`config.mk`:
```
export PLATFORM = sky130hd
export DESIGN_NAME = bpc_block_packer_flat
export DESIGN_NICKNAME = d
export VERILOG_FILES = /design/src/rtl/bpc_pkg.sv /design/src/rtl/bpc_block_packer_if.sv /design/src/rtl/bpc_slot_mem.sv /design/src/rtl/bpc_block_packer.sv /design/src/flat_wrapper.sv
export SDC_FILE = /design/constraint.sdc
export NUM_CORES = 1
export LEC_CHECK = 0
export ABC_AREA = 1
export BUFFER_PORTS_ARGS = -buffer_cell sky130_fd_sc_hd__buf_2
export CAP_MARGIN = 10
export CELL_PAD_IN_SITES_DETAIL_PLACEMENT = 0
export CELL_PAD_IN_SITES_GLOBAL_PLACEMENT = 2
export CORE_MARGIN = 3
export CORE_UTILIZATION = 48
export DETAILED_ROUTE_END_ITERATION = 16
export PLACE_DENSITY = 0.86
export SLEW_MARGIN = 0
export SYNTH_ARGS = -nofsm -noshare
export SYNTH_HDL_FRONTEND = slang
export SYNTH_SLANG_ARGS = --single-unit
```
`constraint.sdc`:
```
create_clock -name clk -period 14.25 [get_ports clk]
set_clock_uncertainty 0.2 [all_clocks]
set_input_delay 2.85 -clock clk [delete_from_list [all_inputs] [get_ports clk]]
set_output_delay 2.85 -clock clk [all_outputs]
set_load 0.02 [all_outputs]
```
`src/rtl/bpc_pkg.sv`:
```
// Shared widths, header layout and FSM states for the BPC block packer.
// Header beat layout is fixed at 16 bits: {raw, nwords[3:0], size[10:0]}.
package bpc_pkg;

  localparam int BPC_DW         = 64;
  localparam int BPC_SW         = 11;
  localparam int BPC_MAX_WORDS  = 8;
  localparam int BPC_NSLOT      = 2;
  localparam int BPC_RAW_THRESH = 512;
  localparam int BPC_CW         = $clog2(BPC_MAX_WORDS + 1);

  typedef struct packed {
    logic              raw;
    logic [BPC_CW-1:0] nwords;
    logic [BPC_SW-1:0] size;
  } bpc_hdr_t;

  typedef enum logic [1:0] {
    IDLE = 2'd0,
    HDR  = 2'd1,
    DATA = 2'd2
  } pk_state_e;

endpackage

```
`src/rtl/bpc_block_packer_if.sv`:
```
// Valid/ready beat stream carrying header and data beats of packed blocks.
// The master holds data/hdr/last stable while valid is high and ready is low.
interface bpc_block_packer_if #(
  parameter int DW = 64
);
  logic [DW-1:0] data;
  logic          valid;
  logic          ready;
  logic          hdr;
  logic          last;

  modport master (output data, valid, hdr, last, input ready);
  modport slave  (input data, valid, hdr, last, output ready);
endinterface

```
`src/rtl/bpc_slot_mem.sv`:
```
// Flop array for all block slots, addressed {slot, word}: one write port,
// one combinational read port (read data visible in the same cycle).
module bpc_slot_mem #(
  parameter int DW        = 64,
  parameter int NSLOT     = 2,
  parameter int MAX_WORDS = 8,
  parameter int AW        = 4
) (
  input  logic          clk,
  input  logic          we,
  input  logic [AW-1:0] waddr,
  input  logic [DW-1:0] wdata,
  input  logic [AW-1:0] raddr,
  output logic [DW-1:0] rdata
);

  logic [DW-1:0] mem [NSLOT*MAX_WORDS];

  always_ff @(posedge clk) begin
    if (we) begin
      mem[waddr] <= wdata;
    end
  end

  assign rdata = mem[raddr];

endmodule

```
`src/rtl/bpc_block_packer.sv`:
```
// Packs code-buffer words into a ring of block slots and streams each as header + words.
// Header valid one cycle after the commit is seen; input never stalls, drops set overflow_o.
module bpc_block_packer
  import bpc_pkg::*;
#(
  parameter int DW        = BPC_DW,
  parameter int SW        = BPC_SW,
  parameter int MAX_WORDS = BPC_MAX_WORDS,
  parameter int NSLOT     = BPC_NSLOT
) (
  input  logic                     clk,
  input  logic                     rst_n,
  input  logic [DW-1:0]            data_i,
  input  logic                     d_valid_i,
  input  logic [SW-1:0]            size_i,
  input  logic                     s_valid_i,
  bpc_block_packer_if.master       m,
  output logic                     overflow_o,
  output logic                     busy_o
);

  localparam int CW  = $clog2(MAX_WORDS + 1);
  localparam int WAW = $clog2(MAX_WORDS);
  localparam int PW  = $clog2(NSLOT);
  localparam int OW  = $clog2(NSLOT + 1);

  logic [PW-1:0] wr_ptr, rd_ptr;
  logic [OW-1:0] occ;
  logic [CW-1:0] wcnt, rcnt, rcnt_n;
  logic          bad;
  bpc_hdr_t      meta [NSLOT];
  bpc_hdr_t      cur;
  pk_state_e     state, state_n;

  logic          full, wr_en, word_drop, commit, blk_drop, rel, last_beat;
  logic [CW-1:0] nwords_c;
  logic [DW-1:0] rd_word;

  assign full      = (occ == OW'(NSLOT));
  assign wr_en     = d_valid_i && !full && (wcnt != CW'(MAX_WORDS));
  assign word_drop = d_valid_i && !wr_en;
  // A block that lost any word to a full ring is discarded whole at its commit.
  assign commit    = s_valid_i && !full && !bad;
  assign blk_drop  = s_valid_i && !commit;
  assign nwords_c  = wcnt + CW'(wr_en);

  assign cur       = meta[rd_ptr];
  assign last_beat = (rcnt == cur.nwords - 1'b1);

  bpc_slot_mem #(
    .DW        (DW),
    .NSLOT     (NSLOT),
    .MAX_WORDS (MAX_WORDS),
    .AW        (PW + WAW)
  ) u_mem (
    .clk   (clk),
    .we    (wr_en),
    .waddr ({wr_ptr, wcnt[WAW-1:0]}),
    .wdata (data_i),
    .raddr ({rd_ptr, rcnt[WAW-1:0]}),
    .rdata (rd_word)
  );

  always_ff @(posedge clk or negedge rst_n) begin
    if (!rst_n) begin
      state <= IDLE;
      rcnt  <= '0;
    end else begin
      state <= state_n;
      rcnt  <= rcnt_n;
    end
  end

  always_comb begin
    state_n = state;
    rcnt_n  = rcnt;
    rel     = 1'b0;
    m.valid = 1'b0;
    m.hdr   = 1'b0;
    m.last  = 1'b0;
    m.data  = '0;
    case (state)
      IDLE: begin
        if (occ != '0) state_n = HDR;
      end
      HDR: begin
        m.valid = 1'b1;
        m.hdr   = 1'b1;
        m.last  = (cur.nwords == '0);
        m.data  = {{(DW-$bits(bpc_hdr_t)){1'b0}}, cur};
        if (m.ready) begin
          if (cur.nwords != '0) begin
            state_n = DATA;
            rcnt_n  = '0;
          end else begin
            rel = 1'b1;
          end
        end
      end
      DATA: begin
        m.valid = 1'b1;
        m.last  = last_beat;
        m.data  = rd_word;
        if (m.ready) begin
          rcnt_n = rcnt + 1'b1;
          if (last_beat) rel = 1'b1;
        end
      end
      default: state_n = IDLE;
    endcase
    // Go straight to the next header when another slot is already waiting.
    if (rel) begin
      rcnt_n  = '0;
      state_n = (occ > OW'(1)) ? HDR : IDLE;
    end
  end

  always_ff @(posedge clk or negedge rst_n) begin
    if (!rst_n) begin
      wr_ptr     <= '0;
      rd_ptr     <= '0;
      occ        <= '0;
      wcnt       <= '0;
      bad        <= 1'b0;
      overflow_o <= 1'b0;
      for (int i = 0; i < NSLOT; i++) meta[i] <= '0;
    end else begin
      if (word_drop || blk_drop) overflow_o <= 1'b1;
      if (s_valid_i) begin
        wcnt <= '0;
        bad  <= 1'b0;
      end else begin
        if (wr_en) wcnt <= wcnt + 1'b1;
        if (d_valid_i && full) bad <= 1'b1;
      end
      if (commit) begin
        meta[wr_ptr].raw    <= (size_i >= SW'(BPC_RAW_THRESH));
        meta[wr_ptr].nwords <= nwords_c;
        meta[wr_ptr].size   <= size_i;
        wr_ptr              <= wr_ptr + 1'b1;
      end
      if (rel) rd_ptr <= rd_ptr + 1'b1;
      occ <= occ + OW'(commit) - OW'(rel);
    end
  end

  assign busy_o = (occ != '0) || (wcnt != '0) || m.valid;

endmodule

```
`src/flat_wrapper.sv`:
```
// flat-port wrapper written by rule: the top's interface ports become plain ports
module bpc_block_packer_flat import bpc_pkg::*;
#(
  parameter int DW        = BPC_DW,
  parameter int SW        = BPC_SW,
  parameter int MAX_WORDS = BPC_MAX_WORDS,
  parameter int NSLOT     = BPC_NSLOT
)
  (clk, rst_n, data_i, d_valid_i, size_i, s_valid_i, overflow_o, busy_o, m_data, m_valid, m_hdr, m_last, m_ready);
  bpc_block_packer_if #(.DW(DW)) m_i ();
  input  logic clk;
  input  logic rst_n;
  input  logic [DW-1:0] data_i;
  input  logic d_valid_i;
  input  logic [SW-1:0] size_i;
  input  logic s_valid_i;
  output logic overflow_o;
  output logic busy_o;
  output wire logic [$bits(m_i.data)-1:0] m_data;
  output wire logic [$bits(m_i.valid)-1:0] m_valid;
  output wire logic [$bits(m_i.hdr)-1:0] m_hdr;
  output wire logic [$bits(m_i.last)-1:0] m_last;
  input wire logic [$bits(m_i.ready)-1:0] m_ready;
  assign m_data = m_i.data;
  assign m_valid = m_i.valid;
  assign m_hdr = m_i.hdr;
  assign m_last = m_i.last;
  assign m_i.ready = m_ready;
  bpc_block_packer #(.DW(DW), .SW(SW), .MAX_WORDS(MAX_WORDS), .NSLOT(NSLOT)) u_core (.clk(clk), .rst_n(rst_n), .data_i(data_i), .d_valid_i(d_valid_i), .size_i(size_i), .s_valid_i(s_valid_i), .m(m_i), .overflow_o(overflow_o), .busy_o(busy_o));
endmodule
```
==> Yosys cells after proc, flatten, opt, wreduce, memory -nomap -nowiden <==
Memories as Yosys holds them, arrays and structs flattened.
Index checks and enable logic that the tools add are counted.
{ "totals": {"reg_bits": 48, "input_bits": 80, "output_inout_bits": 69, "memories": 1, "mem_bits_rw": 1024} }
{ "op_classes": {"n_bitwise": 2, "n_mux": 38, "reduce_logical": 26, "magnitude_cmp": 5, "n_eq_ne": 10, "n_addsub": 8} }
{ "memory_table": {"columns": ["memory", "words", "width", "rd", "rd_ports_with_merged_regs", "wr", "line", "source"], "rows": [
  ["u_core.u_mem.mem", 16, 64, 1, 0, 1, "bpc_slot_mem.sv:17", "logic [DW-1:0] mem [NSLOT*MAX_WORDS];"]
]} }
{ "op_table": {"columns": ["operator", "count"], "rows": [
  ["case mux 64 bit (2 select lines)", 1],
  ["bitwise mux 32 bit", 3],
  ["two-way mux 16 bit", 4],
  ["demux 16 bit (select 1 bit)", 3],
  ["two-way mux 4 bit", 6],
  ["two-way mux 15 bit", 1],
  [">= comparator 11 x 10 -> 1 bit, second input constant", 1],
  ["two-way mux 1 bit", 11],
  ["two-way mux 11 bit", 1],
  ["adder 4 x 1 -> 4 bit, second input constant", 2],
  ["logical AND 1 bit", 8],
  ["two-way mux 2 bit", 4],
  ["case mux 4 bit (2 select lines)", 1],
  ["AND reduction 4 bit", 2],
  ["nonzero test 4 bit", 2],
  ["inequality test 3 x 1 -> 1 bit, second input constant", 2],
  ["inequality test 3 x 2 -> 1 bit, second input constant", 2],
  ["case mux 2 bit (3 select lines)", 1],
  ["nonzero test 2 bit", 3],
  ["adder 4 x 1 -> 4 bit", 1],
  ["equality test 2 bit, second input constant", 2],
  ["equality test 4 bit", 1],
  [">= comparator 2 bit, second input constant", 2],
  ["logical NOT 1 bit", 4],
  ["16 further kinds", 21]
]} }

==> Depth between registers and ports, before layout <==
Gate-level depths: netlist of the first run.
{ "logic_depth": {"depth_word": 11, "mapped_depth": 19} }

==> Modules after synthesis <==
Synthesis of the first run repeated with hierarchy kept, for this count alone.
{ "hier_totals": {"hier_cells": 4602, "area_unflattened_um2": 47209.0} }
{ "modules_own_cells": {"columns": ["module", "seq_area_each_um2", "n_inst", "cells_each", "area_each_um2"], "rows": [
  ["bpc_slot_mem", 30749.5, 1, 4146, 44004.7],
  ["bpc_block_packer", 1201.2, 1, 456, 3204.3]
]} }

==> Worst setup path before layout of the first run <==
Ideal clock, no wire load.
{ "synth_timing": {"kind": "input to register", "startpoint": "in d_valid_i", "endpoint": "mem u_core.u_mem.mem[11][0], enable pin", "setup_ps": 486, "required_time_ps": 13564, "cell_stages": 6, "t_arrival_ps": 6030, "path_slack_ps": 7534, "cell_sequence": "inv_1 -> nor2_1 -> and2_1 -> buf_2 -> nand2_1 -> nor2_1"} }
{ "synth_between": {"elab_chain_len": 4} }
{ "synth_rtl": {"columns": ["item", "line", "source"], "rows": [
  ["from (decl)", "flat_wrapper.sv:14", "input logic d_valid_i;"],
  ["logical AND 1 bit (2 in series)", "bpc_block_packer.sv:40", "assign wr_en = d_valid_i && !full && (wcnt != CW'(MAX_WORDS));"],
  ["two-way mux 1 bit", "bpc_slot_mem.sv:20", "if (we) begin"],
  ["two-way mux 1 bit (implied by the code)", "bpc_slot_mem.sv:21", "mem[waddr] <= wdata;"],
  ["to (decl)", "bpc_slot_mem.sv:17", null]
]} }
No other way between the ends.

==> Final worst setup path of the first run <==
{ "layout_timing": {"startpoint": "reg u_core.rcnt[0]", "endpoint": "out m_data[36]"} }
{ "layout_between": {"elab_chain_len": 2} }
{ "layout_rtl": {"columns": ["item", "line", "source"], "rows": [
  ["from (decl)", "bpc_block_packer.sv:29", "logic [CW-1:0] wcnt, rcnt, rcnt_n;"],
  ["from (signal assigned)", "bpc_block_packer.sv:70", "rcnt <= rcnt_n;"],
  ["memory read (16 x 64 bit)", null, null],
  ["case mux 64 bit (2 select lines)", "bpc_block_packer.sv:82", "case (state)"],
  ["to (decl)", "flat_wrapper.sv:19", "output wire logic [$bits(m_i.data)-1:0] m_data;"]
]} }
No other way between the ends.

==> results.py, run 1 <==
metrics = {
    "run_status": {
        "status": "complete, no violations",
    },
    "cts": {
        "cts_max_path_buffers": 3,
        "cts.htree.levels": 3,
        "cts_resized": 0,
        "cts_tree": "yes",
        "clkTransAtPathRegs_ns": 0.06,
        "cts.sinks": 1072,
        "cts_root_buffer": "clkbuf_16",
        "cts_post_setup_buffers_inserted": 0,
        "clock_latency_ns": 0.65,
        "cts_hold_buf": 0,
        "cts_buffers": 107,
    },
    "route": {
        "drc": 0,
        "first_iter_violations": 3008,
        "routed_wl_um": 111000,
        "drt-wirelength-per-cell_um": 25.0,
        "vias_per_cell": 6.05,
        "ant_nets": 0,
        "route.vias.total": 26900,
        "drtPass1Iterations": 6,
    },
    "setup_path": {
        "r2r_start": "u_core.rd_ptr",
        "critical_path.startpoint_type": "flop",
        "ff2ff_path_depth": 16,
        "r2r_end": "u_core.occ[1]",
        "cp.arrival_ns": 5.14,
        "rrSetupSlack_ns": 10.19,
        "critPathKind": "reg2out",
        "end_kind": "output port",
        "worstPathRequired_ns": 11.20,
        "cp_max_fo": 209,
    },
    "finish": {
        "final_area_sq_um": 47500,
        "multi_input_area_sq_um": 9280,
        "final-seq-area_sq_um": 32000,
        "nets": 3284,
        "drive_above_1_share_pct": 12.3,
        "syn_to_final_growth_pct": 12.3,
        "fill_cells": 6992,
        "finalCoreUtilization_pct": 54.6,
    },
    "place": {
        "gp_congestion": 0.769,
        "dp_hpwl_um": 53600,
        "dpl_cell_area_sq_um": 44000,
        "port_buffers": 148,
    },
    "global_route": {
        "grt-ovfl-total": 0,
        "grt_pass1_wl_um": 164000,
        "grt_pass1_vias": 26300,
        "grtUsageTotal_pct": 24.0,
        "grt_max_degree": 235,
        "antenna_found_initial": 16,
    },
    "power": {
        "total_power_uw": 8300,
        "leakage_uw": 0.0155,
        "power_density_nw_per_um2": 175,
        "vdd_drop_max_uv": 173,
    },
    "die": {
        "die_w_um": 303,
        "die-area_sq_um": 91700,
        "die_y_um": 303,
        "start_util_pct": 48.6,
        "ios": 149,
        "core_region_area_sq_um": 87000,
        "fp-row-count": 108,
    },
    "yosys": {
        "yosysTopAreaCell": "edfxtp_1",
        "async_reset_ff_share_pct": 4.48,
        "yosysWarnings": 0,
        "synth_edf_count": 1024,
        "synthCells": 3115,
        "syn_nets": 3208,
        "synth_top_area_share_pct": 72.7,
        "ys_types": 38,
        "synth.area.top_cells": "edfxtp_1 73%, o21ai_0 6.4%, nor2_1 5.0%",
        "ys.flop_type": "edfxtp_1",
        "synth_seq_area_share_pct": 75.5,
        "netlist_area_sq_um": 42300,
        "synth-seq-cells": 1072,
        "syn_avg_cell_area_sq_um": 13.6,
    },
    "sta": {
        "fin_crit_ns": 8.19,
        "finalCritPeriodShare_pct": 57.4,
        "slew_headroom_pct": 18.7,
        "worst_pin_slew_ns": 1.22,
        "drv_slew": 0,
        "fmaxAchievable_mhz": 122,
        "rsz0062_at_grt": "false",
        "whs_ns": 0.281,
        "fin_tns_setup_ns": 0,
        "setup_viol": 0,
        "hold_viol_final": 0,
    },
    "hold_path": {
        "min_from": "u_core.overflow_o",
        "worstHoldPathType": "reg2reg",
        "hold-path-endpoint": "u_core.overflow_o",
        "hold_depth": 2,
    },
    "flow_run": {
        "max_cap_viol_count": 0,
    },
}
==> layout make-up <==
cell class / count / share of cell area [%]
Antenna cell: 11 / 0.0580
Clock buffer: 129 / 5.95
Clock inverter: 71 / 1.30
Inverter: 45 / 0.387
Multi-Input combinational cell: 1767 / 19.5
Sequential cell: 1072 / 67.3
Tap cell: 1155 / 3.04
Timing Repair Buffer: 198 / 2.42
==> placed cells by master (no fill, tap or decap), types with 44 or more instances in the layout <==
master        n
dfrtp_1      44
o211ai_1     75
clkbuf_16   110
a21oi_1      84
nor2_1      544
o22ai_1      95
o21ai_0     540
o21ai_1      53
buf_4        48
o221ai_1    146
edfxtp_1   1024
nand2_1     106
nand3_1      47
buf_2       148
==> registers in the layout, summed over array words and instances (netlist names) <==
register	cells
u_core.meta	32
u_core.rcnt	4
u_core.u_mem.mem	1024
u_core.state	2
u_core.rd_ptr	1
u_core.bad	1
u_core.overflow_o	1
u_core.occ	2
u_core.wcnt	4
u_core.wr_ptr	1
==> how the worst max path moves through the flow <==
stage | startpoint | endpoint | slack [ns] | depth (start not counted)
3_3_place_gp | u_core.rcnt[0] | m_data[24] | 6.78 | 8
3_5_place_dp | u_core.rcnt[0] | m_data[24] | 6.80 | 8
2_1_floorplan | d_valid_i | u_core.u_mem.mem[11][0] | 7.53 | 6
4_1_cts | u_core.rcnt[0] | m_data[24] | 6.09 | 8
5_1_grt | u_core.rcnt[0] | m_data[51] | 5.75 | 8
6_report | u_core.rcnt[0] | m_data[36] | 6.06 | 8
==> layer usage <==
| layer | GRT usage (%) | routed length [um] | up-vias | part of all wire, % |
|---|---|---|---|---|
| met5 | 0 | 31 | - | 0.028 |
| met4 | 7.52 | 2850 | 4 | 2.6 |
| met3 | 3.88 | 8960 | 198 | 8.1 |
| met2 | 39.0 | 52800 | 1101 | 47 |
| met1 | 33.4 | 46600 | 13600 | 42 |
| li1 | - | - | 12000 | - |
==> worst max-delay path: stages (launching register included) <==
cell	delay [ns]
dfrtp_4	0.51
inv_8	0.75
buf_4	0.85
buf_4	1.02
o21ai_0	0.19
o221ai_1	0.24
nand3_1	0.11
a21oi_1	0.30
buf_2	0.24
==> synth_stat cells (2+ instances only) <==
| library cell | instances |
|---|---|
| a21oi_1 | 84 |
| buf_1 | 8 |
| buf_2 | 23 |
| buf_4 | 20 |
| buf_6 | 8 |
| clkbuf_1 | 172 |
| dfrtp_1 | 48 |
| edfxtp_1 | 1024 |
| ha_1 | 13 |
| inv_1 | 42 |
| inv_2 | 2 |
| mux2_2 | 14 |
| nand2_1 | 107 |
| nand2_2 | 5 |
| nand2_4 | 2 |
| nand3_1 | 47 |
| nand4_1 | 2 |
| nor2_1 | 561 |
| o211ai_1 | 75 |
| o21a_1 | 2 |
| o21ai_0 | 540 |
| o21ai_1 | 53 |
| o221ai_1 | 146 |
| o22ai_1 | 95 |
| or2_2 | 2 |
| xnor2_1 | 2 |
| xor2_1 | 7 |
==> per-stage QoR <==
stage / instances / worst slack [ns]
floorplan: 3115 / 7.53
global placement: 4236 / 6.78
detailed placement: 4236 / 6.80
CTS: 4436 / 6.09
global route: 4440 / 5.75
finish: 4448 / 6.06
==> logic make-up after synthesis <==
| group | after synthesis | share of synthesized area [%] |
|---|---|---|
| xor gates and xnor gates | 9 | 0.186 |
| AOI/OAI and AO/OA | 999 | 13.9 |
| and+or+nand+nor | 732 | 6.78 |
| muxes | 14 | 0.373 |
| DFF | 1072 | 75.5 |
| adders and majority gates | 13 | 0.384 |
| buffers and inverters | 276 | 2.84 |
==> where the power goes <==
| group | internal (uW) | total [uW] | switching, uW |
|---|---|---|---|
| Sequential | 3660 | 3740 | 83.7 |
| Combinational | 487 | 1810 | 1320 |
| Clock | 1590 | 2750 | 1160 |
Power figures use the tool's default switching activity.
==> run 2: changes to the inputs <==
- CORE_UTILIZATION: 48 -> 40
- PLACE_DENSITY: 0.86 -> 0.76
- clock period: 14.25 -> 7.4 ns (I/O delays scaled with it)
==> results.py, run 2 (same netlist as run 1, synthesis figures left out) <==
metrics = {
    "run_status": {
        "status": "complete, no violations",
    },
    "sta": {
        "setup_viol": 0,
        "fin_tns_setup_ns": 0,
        "hold_viol_final": 0,
        "slew_headroom_pct": 18.4,
        "fmaxAchievable_mhz": 168,
        "drv_slew": 0,
        "rsz0062_at_grt": "false",
        "finalCritPeriodShare_pct": 80.6,
        "fin_crit_ns": 5.96,
        "worst_pin_slew_ns": 1.22,
    },
    "cts": {
        "clkTransAtPathRegs_ns": 0.06,
        "cts_root_buffer": "clkbuf_16",
        "cts_resized": 0,
        "cts_tree": "yes",
        "cts_hold_buf": 0,
        "cts.htree.levels": 3,
        "cts.sinks": 1072,
        "clock_latency_ns": 0.67,
        "cts_buffers": 111,
        "cts_post_setup_buffers_inserted": 0,
        "cts_max_path_buffers": 3,
    },
    "finish": {
        "top_regs": "u_core.u_mem.mem: 1024 flops, u_core.meta: 32 flops",
        "stdcell_count": 4685,
        "drive_above_1_share_pct": 12.6,
        "syn_to_final_growth_pct": 13.7,
        "regMostFlops": "u_core.u_mem.mem",
        "largest_reg_flops": 1024,
        "final_common_cell": "edfxtp_1",
        "nets": 3295,
        "mostFrequentLayoutCells": "1,024 x edfxtp_1, 544 x nor2_1, 540 x o21ai_0",
    },
    "setup_path": {
        "critPathKind": "reg2out",
        "critical_path.startpoint_type": "flop",
        "cp.arrival_ns": 4.28,
        "ff2ff_path_depth": 13,
        "cp_max_fo": 95,
        "end_kind": "output port",
        "worstPathRequired_ns": 5.72,
    },
    "place": {
        "dp_hpwl_um": 58500,
        "port_buffers": 148,
        "gp_congestion": 0.731,
        "placed_cells": 4468,
    },
    "route": {
        "met3_length_um": 8150,
        "routed-wl-met2_um": 57100,
        "drt-met1-wl_um": 50100,
        "drc": 0,
        "drtPass1Iterations": 5,
        "drt-wirelength-per-cell_um": 25.3,
        "routed_wl_um": 119000,
        "ant_nets": 0,
        "first_iter_violations": 2575,
        "highest_layer": "met5",
        "route.vias.total": 26800,
        "vias_per_cell": 5.72,
    },
    "power": {
        "leakage_uw": 0.0157,
        "power_density_nw_per_um2": 340,
        "vdd_drop_max_uv": 230,
    },
    "die": {
        "start_util_pct": 40.6,
        "die_y_um": 331,
        "die_w_um": 331,
        "die-area_sq_um": 110000,
        "fp-row-count": 118,
        "core_region_area_sq_um": 104000,
        "ios": 149,
    },
    "flow_run": {
        "max_cap_viol_count": 0,
    },
    "global_route": {
        "grt_pass1_wl_um": 175000,
        "grt-ovfl-total": 0,
        "antenna_found_initial": 22,
        "grt_max_degree": 210,
        "grt_pass1_vias": 26700,
        "grtUsageTotal_pct": 21.1,
    },
    "hold_path": {
        "hold_depth": 1,
        "worstHoldPathType": "reg2reg",
    },
}
run 2: cell types whose count changed in the layout (fill, tap and decap cells not counted):
| cell | previous run | this run |
|---|---|---|
| clkinvlp_4 | 2 | 3 |
| clkinv_8 | 0 | 2 |
| clkinv_1 | 30 | 24 |
| diode_2 | 11 | 10 |
| buf_4 | 48 | 51 |
| clkbuf_16 | 110 | 113 |
| clkinv_2 | 26 | 22 |
| bufinv_16 | 10 | 16 |
| buf_8 | 0 | 1 |
| buf_16 | 1 | 0 |
| inv_16 | 1 | 0 |
| clkinv_16 | 1 | 0 |
| buf_12 | 1 | 5 |
| clkbuf_1 | 19 | 25 |
run 2: worst max-delay path: stages, from the launching register on:
cell	delay, ns
dfrtp_4	1.04
buf_4	1.00
o21ai_0	0.24
o22ai_1	0.22
o21ai_1	0.10
a21oi_1	0.16
nand2_1	0.17
o21ai_0	0.29
buf_2	0.29
run 2: worst paths after layout:
path                                     start  slack [ns]              to
worst min-delay path            u_core.wcnt[3]        0.28  u_core.wcnt[3]
worst min register to register  u_core.wcnt[3]        0.28  u_core.wcnt[3]
worst max-delay path            u_core.rcnt[1]        1.44      m_data[12]
worst max register to register  u_core.rcnt[2]        3.18   u_core.occ[1]
min in group asynchronous                rst_n        0.72  u_core.meta[0]
max in group asynchronous                rst_n        5.74  u_core.rcnt[1]
run 2: metal layers:
metal	global-route usage (%)	vias to the layer above
met3	4.15	215
met4	6.28	8
met1	28.3	13700
li1	-	12000
met2	35.1	927
met5	0	-
run 2: area by class of cell:
class | instances | area (sq um)
fillers | 9231 | 56100
flip-flops and latches | 1072 | 32000
multi-input cells | 1767 | 9280
clock buffers | 138 | 2920
well taps | 1380 | 1730
repair buffers | 205 | 1240
clock inverters | 68 | 744
inverters | 45 | 184
diodes | 10 | 25.0
run 2: stage by stage:
| stage | hold slack (ns) | util [%] | total power (uW) | area, sq um | setup slack (ns) |
|---|---|---|---|---|---|
| 2_1_floorplan | 0.255 | - | 9680 | 42300 | 2.05 |
| 4_1_cts | 0.284 | 46.1 | 16500 | 48000 | 1.47 |
| 5_1_grt | 0.316 | 46.1 | 17100 | 48100 | 1.22 |
| 6_report | 0.280 | 46.1 | 16400 | 48100 | 1.44 |
| 3_5_place_dp | 0.277 | 42.6 | 10900 | 44400 | 2.23 |
| 3_3_place_gp | 0.274 | 42.6 | 10800 | 44400 | 2.17 |
run 2: power by group:
| group | internal, uW | total (uW) | switching (uW) | leakage (uW) |
|---|---|---|---|---|
| sequential | 7050 | 7250 | 200 | 0.00983 |
| clock | 3340 | 5600 | 2260 | 0.00179 |
| combinational | 948 | 3520 | 2570 | 0.00405 |
